===== src/rtl/nibble_serial_add_ctrl.sv =====
// rtl/nibble_serial_add_ctrl.sv - nibble-serial adder with valid/ready handshake
// One shared 4-bit ripple-carry slice is reused once per nibble, low nibble first.

module nsa_full_adder (
  input  logic a,
  input  logic b,
  input  logic ci,
  output logic s,
  output logic co
);
  assign s  = a ^ b ^ ci;
  assign co = (a & b) | (ci & (a ^ b));
endmodule

module nsa_rca4 (
  input  logic [3:0] a,
  input  logic [3:0] b,
  input  logic       ci,
  output logic [3:0] s,
  output logic       c3,
  output logic       co
);
  logic [4:0] c;

  assign c[0] = ci;

  for (genvar i = 0; i < 4; i++) begin : g_fa
    nsa_full_adder u_fa (
      .a  (a[i]),
      .b  (b[i]),
      .ci (c[i]),
      .s  (s[i]),
      .co (c[i+1])
    );
  end

  // Carry into bit 3 is what overflow detection needs on the top slice.
  assign c3 = c[3];
  assign co = c[4];
endmodule

module nibble_serial_add_ctrl #(
  parameter int NIBBLES = 4
) (
  input  logic                 clk,
  input  logic                 rst_n,
  input  logic                 in_valid,
  output logic                 in_ready,
  input  logic [4*NIBBLES-1:0] a,
  input  logic [4*NIBBLES-1:0] b,
  input  logic                 cin,
  output logic                 out_valid,
  input  logic                 out_ready,
  output logic [4*NIBBLES-1:0] sum,
  output logic                 cout,
  output logic                 ovf,
  output logic                 busy
);
  localparam int W    = 4 * NIBBLES;
  localparam int IDXW = (NIBBLES > 1) ? $clog2(NIBBLES) : 1;
  localparam logic [IDXW-1:0] LAST_IDX = IDXW'(NIBBLES - 1);

  typedef enum logic [1:0] {
    IDLE = 2'd0,
    RUN  = 2'd1,
    DONE = 2'd2
  } state_t;

  state_t          state_q, state_d;
  logic [IDXW-1:0] idx_q, idx_d;
  logic [W-1:0]    a_q, a_d;
  logic [W-1:0]    b_q, b_d;
  logic            carry_q, carry_d;
  logic            msb_cin_q, msb_cin_d;
  logic [W-1:0]    sum_q, sum_d;
  logic            cout_q, cout_d;
  logic            ovf_q, ovf_d;

  logic [3:0]      slice_a, slice_b, slice_s;
  logic            slice_c3, slice_co;

  assign slice_a = a_q[{idx_q, 2'b00} +: 4];
  assign slice_b = b_q[{idx_q, 2'b00} +: 4];

  nsa_rca4 u_rca4 (
    .a  (slice_a),
    .b  (slice_b),
    .ci (carry_q),
    .s  (slice_s),
    .c3 (slice_c3),
    .co (slice_co)
  );

  always_comb begin
    state_d   = state_q;
    idx_d     = idx_q;
    a_d       = a_q;
    b_d       = b_q;
    carry_d   = carry_q;
    msb_cin_d = msb_cin_q;
    sum_d     = sum_q;
    cout_d    = cout_q;
    ovf_d     = ovf_q;

    case (state_q)
      IDLE: begin
        if (in_valid) begin
          a_d     = a;
          b_d     = b;
          carry_d = cin;
          idx_d   = '0;
          state_d = RUN;
        end
      end
      RUN: begin
        sum_d[{idx_q, 2'b00} +: 4] = slice_s;
        carry_d   = slice_co;
        msb_cin_d = slice_c3;
        if (idx_q == LAST_IDX) begin
          // Final carry leaves through cout only; slice 0 is never revisited.
          cout_d  = slice_co;
          ovf_d   = slice_c3 ^ slice_co;
          state_d = DONE;
        end else begin
          idx_d = idx_q + 1'b1;
        end
      end
      DONE: begin
        if (out_ready) begin
          state_d = IDLE;
        end
      end
      default: state_d = IDLE;
    endcase
  end

  always_ff @(posedge clk or negedge rst_n) begin
    if (!rst_n) begin
      state_q   <= IDLE;
      idx_q     <= '0;
      a_q       <= '0;
      b_q       <= '0;
      carry_q   <= 1'b0;
      msb_cin_q <= 1'b0;
      sum_q     <= '0;
      cout_q    <= 1'b0;
      ovf_q     <= 1'b0;
    end else begin
      state_q   <= state_d;
      idx_q     <= idx_d;
      a_q       <= a_d;
      b_q       <= b_d;
      carry_q   <= carry_d;
      msb_cin_q <= msb_cin_d;
      sum_q     <= sum_d;
      cout_q    <= cout_d;
      ovf_q     <= ovf_d;
    end
  end

  assign in_ready  = (state_q == IDLE);
  assign out_valid = (state_q == DONE);
  assign busy      = (state_q != IDLE);
  assign sum       = sum_q;
  assign cout      = cout_q;
  assign ovf       = ovf_q;
endmodule


===== config.mk =====
export PLATFORM = sky130hd
export DESIGN_NAME = nibble_serial_add_ctrl
export DESIGN_NICKNAME = d
export VERILOG_FILES = /design/src/rtl/nibble_serial_add_ctrl.sv
export SDC_FILE = /design/constraint.sdc
export NUM_CORES = 1
export LEC_CHECK = 0
export ABC_AREA = 0
export CORE_MARGIN = 1.5
export CORE_UTILIZATION = 30
export DETAILED_ROUTE_END_ITERATION = 16
export PLACE_DENSITY = 0.49
export SYNTH_ARGS = -nofsm -noshare
export SYNTH_HDL_FRONTEND = slang
export SYNTH_SLANG_ARGS = --single-unit
export TNS_END_PERCENT = 10

===== constraint.sdc =====
create_clock -name clk -period 8.9 [get_ports clk]
set_input_delay 2.67 -clock clk [delete_from_list [all_inputs] [get_ports clk]]
set_output_delay 2.67 -clock clk [all_outputs]
set_load 0.01 [all_outputs]

---- Yosys cells after proc, flatten, opt, wreduce, memory -nomap -nowiden ----
Cells that the tools add are included.
operators by class
  eq/ne operators ......................... 7
  add/subtract/negate cells ............... 2
  reductions and logical operators ........ 8
  multiplexer cells ....................... 10
  shift-type cells ........................ 4
  bitwise logic cells ..................... 21
operators with widths
  kind                                                   number
  variable part select 16 x 5 -> 4 bit                   2
  bitwise mux 16 bit                                     1
  variable shift 4 x 6 -> 16 bit (first input constant)  1
  variable part select 4 x 6 -> 16 bit                   1
  two-way mux 2 bit                                      5
  bitwise XOR 1 bit                                      9
  AND 1 bit                                              8
  != test 2 bit (second input constant)                  3
  negator 4 -> 6 bit                                     1
  one-hot mux 2 bit (3 select lines)                     1
  AND reduction 2 bit                                    3
  AND reduction 3 bit                                    2
  == test 2 bit (second input constant)                  2
  OR 1 bit                                               4
  one-hot mux 2 bit (2 select lines)                     1
  nonzero test 2 bit                                     2
  adder 2 x 1 -> 2 bit (second input constant)           1
  == test 2 x 1 -> 1 bit (second input constant)         1
  logical NOT 2 bit                                      1
  != test 2 x 1 -> 1 bit (second input constant)         1
  one-hot mux 1 bit (2 select lines)                     1
  two-way mux 1 bit                                      1
storage, ports and cells
  word-level logic and storage cells ...... 60
  output and inout port bits .............. 21
  register bits after elaboration ......... 55

---- Logic depth before layout (Yosys ltp) ----
Gate-level depths: netlist (run 1).
  word-level depth ........................ 11
  gate-level depth with buffers ........... 12
  gate-level depth less buffers ........... 11

---- By module ----
A second synthesis (run 1) with hierarchy kept.
second synthesis, totals
  cell total of the unflattened synthesis .. 191
  area, all modules ....................... 2637.5 um2
modules (own cells, without submodules)
  module                  sequential area each (um2)  instances  area an instance (um2)  cells an instance
  nibble_serial_add_ctrl  1376.3                      1          2557.5                  187
  nsa_full_adder          0.0                         4          20.0                    1

---- Worst setup path after synthesis (run 1) ----
Ideal clock, no wire load.
  path type ............................... flip-flop to output port
  start ................................... reg state_q[1]
  end ..................................... out out_valid
  data arrival time ....................... 0.893 ns
  data required time ...................... 6.230 ns
  slack ................................... 5.337 ns
  cell stages (with the launch flop) ...... 4
  cell sequence ........................... dfrtp_1 clkbuf_1 or2b_1 inv_1
on the way
  longest elaborated chain between the ends .. 1
RTL lines
  element                 RTL line  text
  from (decl)             69        state_t state_q, state_d;
  from (signal assigned)  149       state_q <= state_d;
  == test 2 bit           162       assign out_valid = (state_q == DONE);
  to (decl)               52        output logic out_valid,
Every way passes these cells.

---- Worst setup path after layout (run 1) ----
  start ................................... reg state_q[0]
  end ..................................... out out_valid
The elaborated chain is that of the path after synthesis.

==> flow_metrics.tcl, run 1 <==
set metrics [dict create \
    outcome "finished with violations" \
    violations "DRC" \
    antennaDiodeCount 0 \
    wl_met1_um 2680 \
    wl_um 5410 \
    cp-end-kind "output port" \
    worstRegToRegCells 12 \
    final_nets 299 \
    max_cap_violations 0 \
    worst-path-max-fanout 12 \
    synth.avg_cell_area_um2 14.0 \
    synth-seq-cells 55 \
    tns_ns 0 \
    intPower_uw 807 \
    track_usage 0.118 \
    p_sw_frac 0.379 \
    met2_length_um 2440 \
    setup_ws_ns 4.48 \
    layout-drive-gt1-share 0.234 \
    switchingPower_uw 494 \
    grt_pass1_wl_um 8960 \
    dpl_worst_slack_ns 4.23 \
    seq_power_share 0.340 \
    grt_max_degree 56 \
    ant_nets 0 \
    worstMarginPinSlew_ns 1.07 \
    dieArea_mm2 0.00975 \
    syn-cell-area_mm2 0.00275 \
    place_inst 353 \
    hold_viol_final 0 \
    min_period_ns 4.42 \
    place_hpwl_um 3820 \
    numCtsBuffers 5 \
    port_buffers 57 \
    num_io_pins 58 \
    holdPathStages 2 \
    min_from "sum[10]" \
    htreeDepth 2 \
    p_per_area_mw_per_mm2 376 \
    rr_endpoint "carry_q" \
    yosys-top-cells-area "dfrtp_1 (50%), mux2_4 (16%), mux4_2 (6.6%)" \
    crit_arrival_ns 1.75 \
    slew_headroom 0.287 \
    cts_buffer_depth 2 \
    grt_antenna_before_repair 0 \
    syn-num-nets 243 \
    root_buffer "clkbuf_8" \
    viasPerCell 4.56 \
    p_comb_frac 0.551 \
    drc_errors 7 \
    worstReg2RegStart "idx_q[0]" \
    post_drt_wl_per_cell_um 15.0 \
    cts_tree "yes" \
    synth_largest_area_cell "dfrtp_1" \
    synthToLayoutAreaGrowth_pct 26.0 \
    rrSetupSlack_ns 5.63 \
    drv_slew 0 \
    initial_core_util 0.312 \
    yosys_warnings 0 \
    setup_viol 0 \
    synth_cell_type_count 31 \
    synth.top_cell.area_share 0.501 \
    leakage_uw 0.00151 \
    rsz0062_at_grt "false" \
    postCtsSetupBuffers 0 \
    top_layer "met4" \
    worstSetupPathType "reg2out" \
    clock_skew_ns 0.0114 \
    max_freq_mhz 226 \
    instances_no_fill 360 \
    die_h_um 98.7 \
    hold_end "sum[10]" \
    final_core_util 0.393 \
    start_kind "register" \
    hold_class "reg2reg" \
    ir_drop_mv 0.109 \
    routabilityCongestion 0.740 \
    rows 34 \
    clkTransAtPathRegs_ns 0.09 \
    cts_num_sinks 55 \
    core_mm2 0.00881 \
    grt-ovfl-total 0 \
    met3_length_um 277 \
    num_vias 1640 \
    ys_seq_area_frac 0.501 \
    drt_iter0_markers 78 \
    first_pass_iters 10 \
    critPathRequiredTime_ns 6.23 \
    pwr-share-clk 0.109 \
    period_share 0.497 \
    insertion_delay_ns 0.31 \
    synthCells 196 \
    cts_resized 0 \
    cts_hold_buf 0 \
    grt_pass1_vias 1696 \
    fp.dieW_um 98.7 \
]
[Yosys cell counts]
cell	n
buf_8	3
or3b_2	1
or2b_1	1
mux2i_1	1
buf_2	1
nand2b_1	3
mux4_2	8
o31ai_1	8
nand3b_2	3
mux2_4	30
nor2_2	1
buf_6	1
nand3b_1	3
clkbuf_1	2
buf_4	2
nor3b_1	1
xor2_1	1
and3_1	1
inv_1	13
clkbuf_2	1
mux2_2	4
nand2_1	22
o21ai_0	5
a22o_1	3
fa_1	4
dfrtp_1	55
nor2_1	4
or2_2	1
and2_1	1
o41ai_1	6
ha_1	6
[power groups by stage]
stage / clock network (uW) / logic (uW) / registers [uW]
after floorplan: 0 / 533 / 422
after global placement: 0 / 726 / 446
after detailed placement: 0 / 731 / 448
after CTS: 147 / 732 / 445
after global routing: 157 / 795 / 459
final: 142 / 717 / 443
[state kept, by name (all words and copies together), names as in the netlist]
| register | flops |
|---|---|
| a_q | 16 |
| b_q | 16 |
| carry_q | 1 |
| cout | 1 |
| idx_q | 2 |
| ovf | 1 |
| state_q | 2 |
| sum | 16 |
[stage by stage]
step,hold WS (ns),total power (uW),instance area (um^2)
after floorplan,0.475,955,2750
after global placement,0.462,1170,3380
after detailed placement,0.463,1180,3380
after CTS,0.487,1320,3460
after global routing,0.517,1410,3460
final,0.483,1300,3460
[cells by family after synthesis]
| family | share of synthesized area |
|---|---|
| multiplexers | 0.249 |
| AO/OA/AOI/OAI | 0.0596 |
| AND/OR/NAND/NOR | 0.0806 |
| XOR/XNOR | 0.00319 |
| flip-flops | 0.501 |
| buffers and inverters | 0.0501 |
| adder cells (fa/ha/maj) | 0.0564 |
[final cells by class]
class | count | area, um^2
Clock buffer | 6 | 82.6
Clock inverter | 1 | 5.00
Fill cell | 844 | 5340
Inverter | 13 | 48.8
Multi-Input combinational cell | 118 | 1240
Sequential cell | 55 | 1380
Tap cell | 108 | 135
Timing Repair Buffer | 59 | 581
[cell usage in the layout (no fill, tap or decap)]
cell type        synthesis  routed
nor2_1                   4       4
or2b_1                   1       1
mux2_2                   4       4
or2_2                    1       1
and2_2                   0       1
fa_1                     4       4
clkinv_2                 0       1
and3_1                   1       1
nor2_2                   1       1
o31ai_1                  8       8
buf_2                    1       1
a22o_1                   3       3
mux2i_1                  1       1
dfrtp_1                 55      55
mux2_4                  30      30
nor3b_1                  1       1
inv_1                   13      13
ha_1                     6       6
o41ai_1                  6       6
nand2b_1                 3       3
nand3b_1                 3       3
clkdlybuf4s50_1          0      56
mux4_2                   8       8
clkbuf_8                 0       6
nand2_1                 22      22
o21ai_0                  5       5
buf_4                    2       2
nand3b_2                 3       3
xor2_1                   1       1
or3b_2                   1       1
[worst max-delay path by stage]
stage | cells after the start | to | slack (ns) | start
after floorplan | 3 | out_valid | 5.34 | state_q[1]
after global placement | 3 | a_q[7] | 4.26 | in_valid
after detailed placement | 3 | a_q[7] | 4.23 | in_valid
after CTS | 3 | out_valid | 4.47 | state_q[0]
after global routing | 3 | out_valid | 4.36 | state_q[0]
final | 3 | out_valid | 4.48 | state_q[0]
[layer usage]
metal	vias up	global-route usage
met5	-	0
met4	0	0.0231
met3	2	0.0362
met2	46	0.179
met1	798	0.169
li1	794	-
[worst max-delay path, cell delays in order (launching register included)]
cell             delay (ns)
dfrtp_1                0.57
or2b_1                 0.31
inv_1                  0.05
clkdlybuf4s50_1        0.52
Power figures use the tool's default switching activity.
==> run 2: changes to the inputs <==
--- a/config.mk
+++ b/config.mk
@@ -9,7 +9,7 @@
 export CORE_MARGIN = 1.5
 export CORE_UTILIZATION = 30
 export DETAILED_ROUTE_END_ITERATION = 16
-export PLACE_DENSITY = 0.49
+export PLACE_DENSITY = 0.51
 export SYNTH_ARGS = -nofsm -noshare
 export SYNTH_HDL_FRONTEND = slang
 export SYNTH_SLANG_ARGS = --single-unit
==> constraint.sdc (replaced) <==
create_clock -name clk -period 4 [get_ports clk]
set_input_delay 1.2 -clock clk [delete_from_list [all_inputs] [get_ports clk]]
set_output_delay 1.2 -clock clk [all_outputs]
set_load 0.01 [all_outputs]
==> flow_metrics.tcl, run 2 (synthesis results as in run 1) <==
set metrics [dict create \
    grt_pass1_wl_um 9270 \
    start_kind "register" \
    grt_antenna_before_repair 0 \
    rows 34 \
    fp.dieW_um 98.7 \
    synthToLayoutAreaGrowth_pct 28.7 \
    post_drt_wl_per_cell_um 15.1 \
    port_buffers 57 \
    worstSetupPathType "reg2reg" \
    drv_slew 0 \
    intPower_uw 1930 \
    pwr-share-clk 0.142 \
    crit_arrival_ns 3.41 \
    hold_class "reg2reg" \
    cts_hold_buf 0 \
    grt_max_degree 56 \
    min_period_ns 3.20 \
    hold_viol_final 0 \
    max_cap_violations 0 \
    max_stage_delay_ns 0.54 \
    worst-path-max-fanout 11 \
    track_usage 0.121 \
    drc_errors 3 \
    antennaDiodeCount 0 \
    htreeDepth 2 \
    routabilityCongestion 0.730 \
    final_common_cell "clkdlybuf4s50_1" \
    instances_no_fill 363 \
    layout_common_cells "clkdlybuf4s50_1 (56), dfrtp_1 (55), mux2_4 (30), nand2_1 (22), inv_1 (13)" \
    clock_skew_ns 0.00477 \
    insertion_delay_ns 0.31 \
    cts_buffer_depth 2 \
    grt_pass1_vias 1789 \
    initial_core_util 0.312 \
    postCtsSetupBuffers 0 \
    place_inst 355 \
    leakage_uw 0.00154 \
    min_from "sum[0]" \
    final_nets 301 \
    clkTransAtPathRegs_ns 0.10 \
    critPathRequiredTime_ns 4.21 \
    cp-end-kind "register" \
    rsz0062_at_grt "false" \
    p_sw_frac 0.368 \
    cp_cell_sequence "buf_4 > mux4_2 > fa_1 > inv_1 > fa_1 > inv_1 > fa_1 > or3b_2 > and3_1" \
    first_pass_iters 12 \
    switchingPower_uw 1120 \
    layout-drive-gt1-share 0.239 \
    critPathLaunch "idx_q[0]" \
    crit_path_frequent_cell "fa_1" \
    power_uw 3050 \
    max_freq_mhz 312 \
    place_hpwl_um 4110 \
    tns_ns 0 \
    final_core_util 0.402 \
    cts_tree "yes" \
    setup_viol 0 \
    num_io_pins 58 \
    core_mm2 0.00881 \
    root_buffer "clkbuf_8" \
    cts_num_sinks 55 \
    slowest_stage "dfrtp_1" \
    cts_resized 0 \
    violations "DRC" \
    numCtsBuffers 5 \
    period_share 0.800 \
    seq_power_share 0.326 \
    ir_drop_mv 0.297 \
    outcome "finished with violations" \
    grt-ovfl-total 0 \
    worstReg2RegStart "idx_q[0]" \
    drt_iter0_markers 27 \
    num_vias 1675 \
    ant_nets 0 \
    p_per_area_mw_per_mm2 862 \
    viasPerCell 4.61 \
    worstMarginPinSlew_ns 0.703 \
    slew_headroom 0.531 \
    dieArea_mm2 0.00975 \
    die_h_um 98.7 \
    p_comb_frac 0.532 \
    wl_um 5470 \
]
[run 2: worst paths after layout]
check / endpoint / slack, ns / cells past startpoint
worst max-delay path: carry_q / 0.80 / 9
worst min-delay path: sum[0] / 0.48 / 2
worst max register to register: carry_q / 0.80 / 9
worst min register to register: sum[0] / 0.48 / 2
max in group asynchronous: b_q[15] / 2.52 / 2
min in group asynchronous: sum[13] / 1.02 / 2
[run 2: metal layers]
| layer | wire length (um) | GRT usage |
|---|---|---|
| met3 | 223 | 0.0262 |
| met2 | 2450 | 0.180 |
| met1 | 2740 | 0.178 |
| met5 | 0 | 0 |
| met4 | 54 | 0.0330 |
[run 2: per-stage QoR]
| step | hold WS (ns) | cell area [um^2] | setup slack [ns] |
|---|---|---|---|
| 2_1_floorplan | 0.475 | 2750 | 0.923 |
| 3_3_place_gp | 0.464 | 3400 | 0.845 |
| 3_5_place_dp | 0.467 | 3400 | 0.764 |
| 4_1_cts | 0.490 | 3540 | 0.749 |
| 5_1_grt | 0.522 | 3540 | 0.603 |
| 6_report | 0.482 | 3540 | 0.800 |
[run 2: layout make-up]
class | instances | area (um^2)
inverter | 13 | 48.8
tap | 108 | 135
clock buffer | 6 | 72.6
clock inverter | 2 | 60.1
fill | 838 | 5270
timing repair buffer | 61 | 608
sequential | 55 | 1380
multi-input combinational | 118 | 1240
[run 2: worst max-delay path, delay by kind of cell, from the launching register on]
kind	cells	cell delay (ns)
AND/OR/NAND/NOR	2	0.59
adder cells (fa/ha/maj)	3	1.02
flip-flops	1	0.54
multiplexers	1	0.54
buffers and inverters	3	0.41
[run 2: power by group through the flow]
stage | logic, uW | registers, uW | clock network (uW)
2_1_floorplan | 1190 | 938 | 0
3_3_place_gp | 1620 | 1010 | 0
3_5_place_dp | 1640 | 1010 | 0
4_1_cts | 1650 | 1000 | 444
5_1_grt | 1780 | 1030 | 466
6_report | 1620 | 994 | 432
==> run 3: changes to the inputs <==
==> constraint.sdc (replaced) <==
create_clock -name clk -period 2.6 [get_ports clk]
set_input_delay 0.78 -clock clk [delete_from_list [all_inputs] [get_ports clk]]
set_output_delay 0.78 -clock clk [all_outputs]
set_load 0.01 [all_outputs]
==> flow_metrics.tcl, run 3 (synthesis results as in run 1) <==
set metrics [dict create \
    ir_drop_mv 0.448 \
    setup_viol 7 \
    period_share 1.08 \
    grt_pass1_vias 1925 \
    outcome "finished with violations" \
    post_drt_wl_per_cell_um 15.4 \
    fillers 818 \
    hold_class "in2async" \
    crit_arrival_ns 3.02 \
    wl_um 5770 \
    grtUsageMet1 0.178 \
    viasPerCell 4.62 \
    multiInputGateArea_mm2 0.00131 \
    grt-ovfl-total 0 \
    core_mm2 0.00881 \
    worstSetupPathType "reg2reg" \
    numCtsBuffers 5 \
    hold_viol_final 0 \
    rows 34 \
    register_area_mm2 0.00138 \
    layout-drive-gt1-share 0.352 \
    start_kind "register" \
    first_pass_iters 12 \
    cts_buffer_depth 2 \
    antennaDiodeCount 0 \
    max_cap_violations 0 \
    htreeDepth 2 \
    cp-end-kind "register" \
    cts_hold_buf 0 \
    initial_core_util 0.312 \
    die_h_um 98.7 \
    grt_pass1_wl_um 9990 \
    num_vias 1732 \
    met3_usage 0.0255 \
    clkTransAtPathRegs_ns 0.10 \
    drt_iter0_markers 58 \
    grt_max_degree 33 \
    place_hpwl_um 4320 \
    dpl_worst_slack_ns -0.313 \
    rrSetupSlack_ns -0.20 \
    instances_no_fill 375 \
    grt_antenna_before_repair 0 \
    worstMarginPinSlew_ns 0.606 \
    layout_common_cells "clkdlybuf4s50_1 (56), dfrtp_1 (53), mux2_4 (30), nand2_1 (22), buf_4 (15)" \
    place_inst 367 \
    cts_num_sinks 55 \
    hold_slack_ns 0.464 \
    violations "DRC, setup timing" \
    drc_errors 6 \
    drv_slew 0 \
    cts_tree "yes" \
    synthToLayoutAreaGrowth_pct 33.7 \
    clock_skew_ns 0.00853 \
    use_met2 0.211 \
    slew_headroom 0.596 \
    max_freq_mhz 357 \
    worstRegToRegCells 11 \
    fp.dieW_um 98.7 \
    setup_ws_ns -0.199 \
    tns_ns -0.683 \
    dieArea_mm2 0.00975 \
    port_buffers 57 \
    insertion_delay_ns 0.31 \
    min_period_ns 2.80 \
    p_per_area_mw_per_mm2 1370 \
    root_buffer "clkbuf_8" \
    num_io_pins 58 \
    worst-path-max-fanout 4 \
    routabilityCongestion 0.715 \
    final_nets 314 \
    leakage_uw 0.00161 \
    top_usage_layer "met2" \
    rsz0062_at_grt "true" \
    critPathRequiredTime_ns 2.82 \
    final_common_cell "clkdlybuf4s50_1" \
    track_usage 0.131 \
    ant_nets 0 \
]
==> run 3: changes by cell type in the layout (fill, tap and decap cells not counted), sizes merged <==
| cell | previous run | this run |
|---|---|---|
| clkinv | 0 | 1 |
| bufinv | 2 | 0 |
| buf | 5 | 18 |
==> run 3: cell type report <==
class / count / area share
multi-input cells: 118 / 0.355
inverters: 13 / 0.0133
clock inverters: 1 / 0.00136
well taps: 108 / 0.0368
repair buffers: 74 / 0.195
clock buffers: 6 / 0.0225
flip-flops and latches: 55 / 0.375
==> run 3: metal layers <==
| layer | part of all wire | routed length (um) |
|---|---|---|
| met5 | 0 | 0 |
| met4 | 0.014 | 83 |
| met3 | 0.038 | 217 |
| met2 | 0.48 | 2760 |
| met1 | 0.47 | 2710 |
==> run 3: final timing paths <==
kind,startpoint,end
worst max-delay path,idx_q[0],carry_q
worst min-delay path,rst_n,a_q[13]
worst max register to register,idx_q[0],carry_q
worst min register to register,sum[4],sum[4]
max in group asynchronous,rst_n,state_q[1]
min in group clk,sum[4],sum[4]
==> run 3: critical path: stages (launching register included) <==
cell and delay, ns:
dfrtp_2 0.41, mux4_2 0.51, inv_2 0.07, fa_2 0.19, inv_2 0.04, fa_2 0.32
inv_2 0.06, fa_2 0.20, inv_2 0.04, fa_2 0.33, or3b_4 0.37, and3_4 0.17
==> run 3: where the power goes <==
group / leakage [uW] / total (uW) / switching [uW] / internal, uW
combinational: 0.000879 / 3030 / 1360 / 1670
sequential: 0.000680 / 1500 / 259 / 1240
clock: 0.0000470 / 492 / 281 / 210
total: 0.00161 / 5020 / 1900 / 3120
==> run 3: stage by stage <==
step / power [uW] / utilization / instance area [um^2]
2_1_floorplan: 3380 / - / 2770
3_3_place_gp: 4290 / 0.400 / 3520
3_5_place_dp: 4310 / 0.400 / 3520
4_1_cts: 5010 / 0.414 / 3650
5_1_grt: 5450 / 0.417 / 3670
6_report: 5020 / 0.417 / 3670
==> run 3: repair_timing <==
action | CTS | global route
gates cloned | 0 | 0
endpoints found under the hold margin | 0 | 0
buffers inserted | 1 | 0
pin swaps | 5 | 2
setup endpoints to repair | 10 | 11
resized for setup | 8 | 7
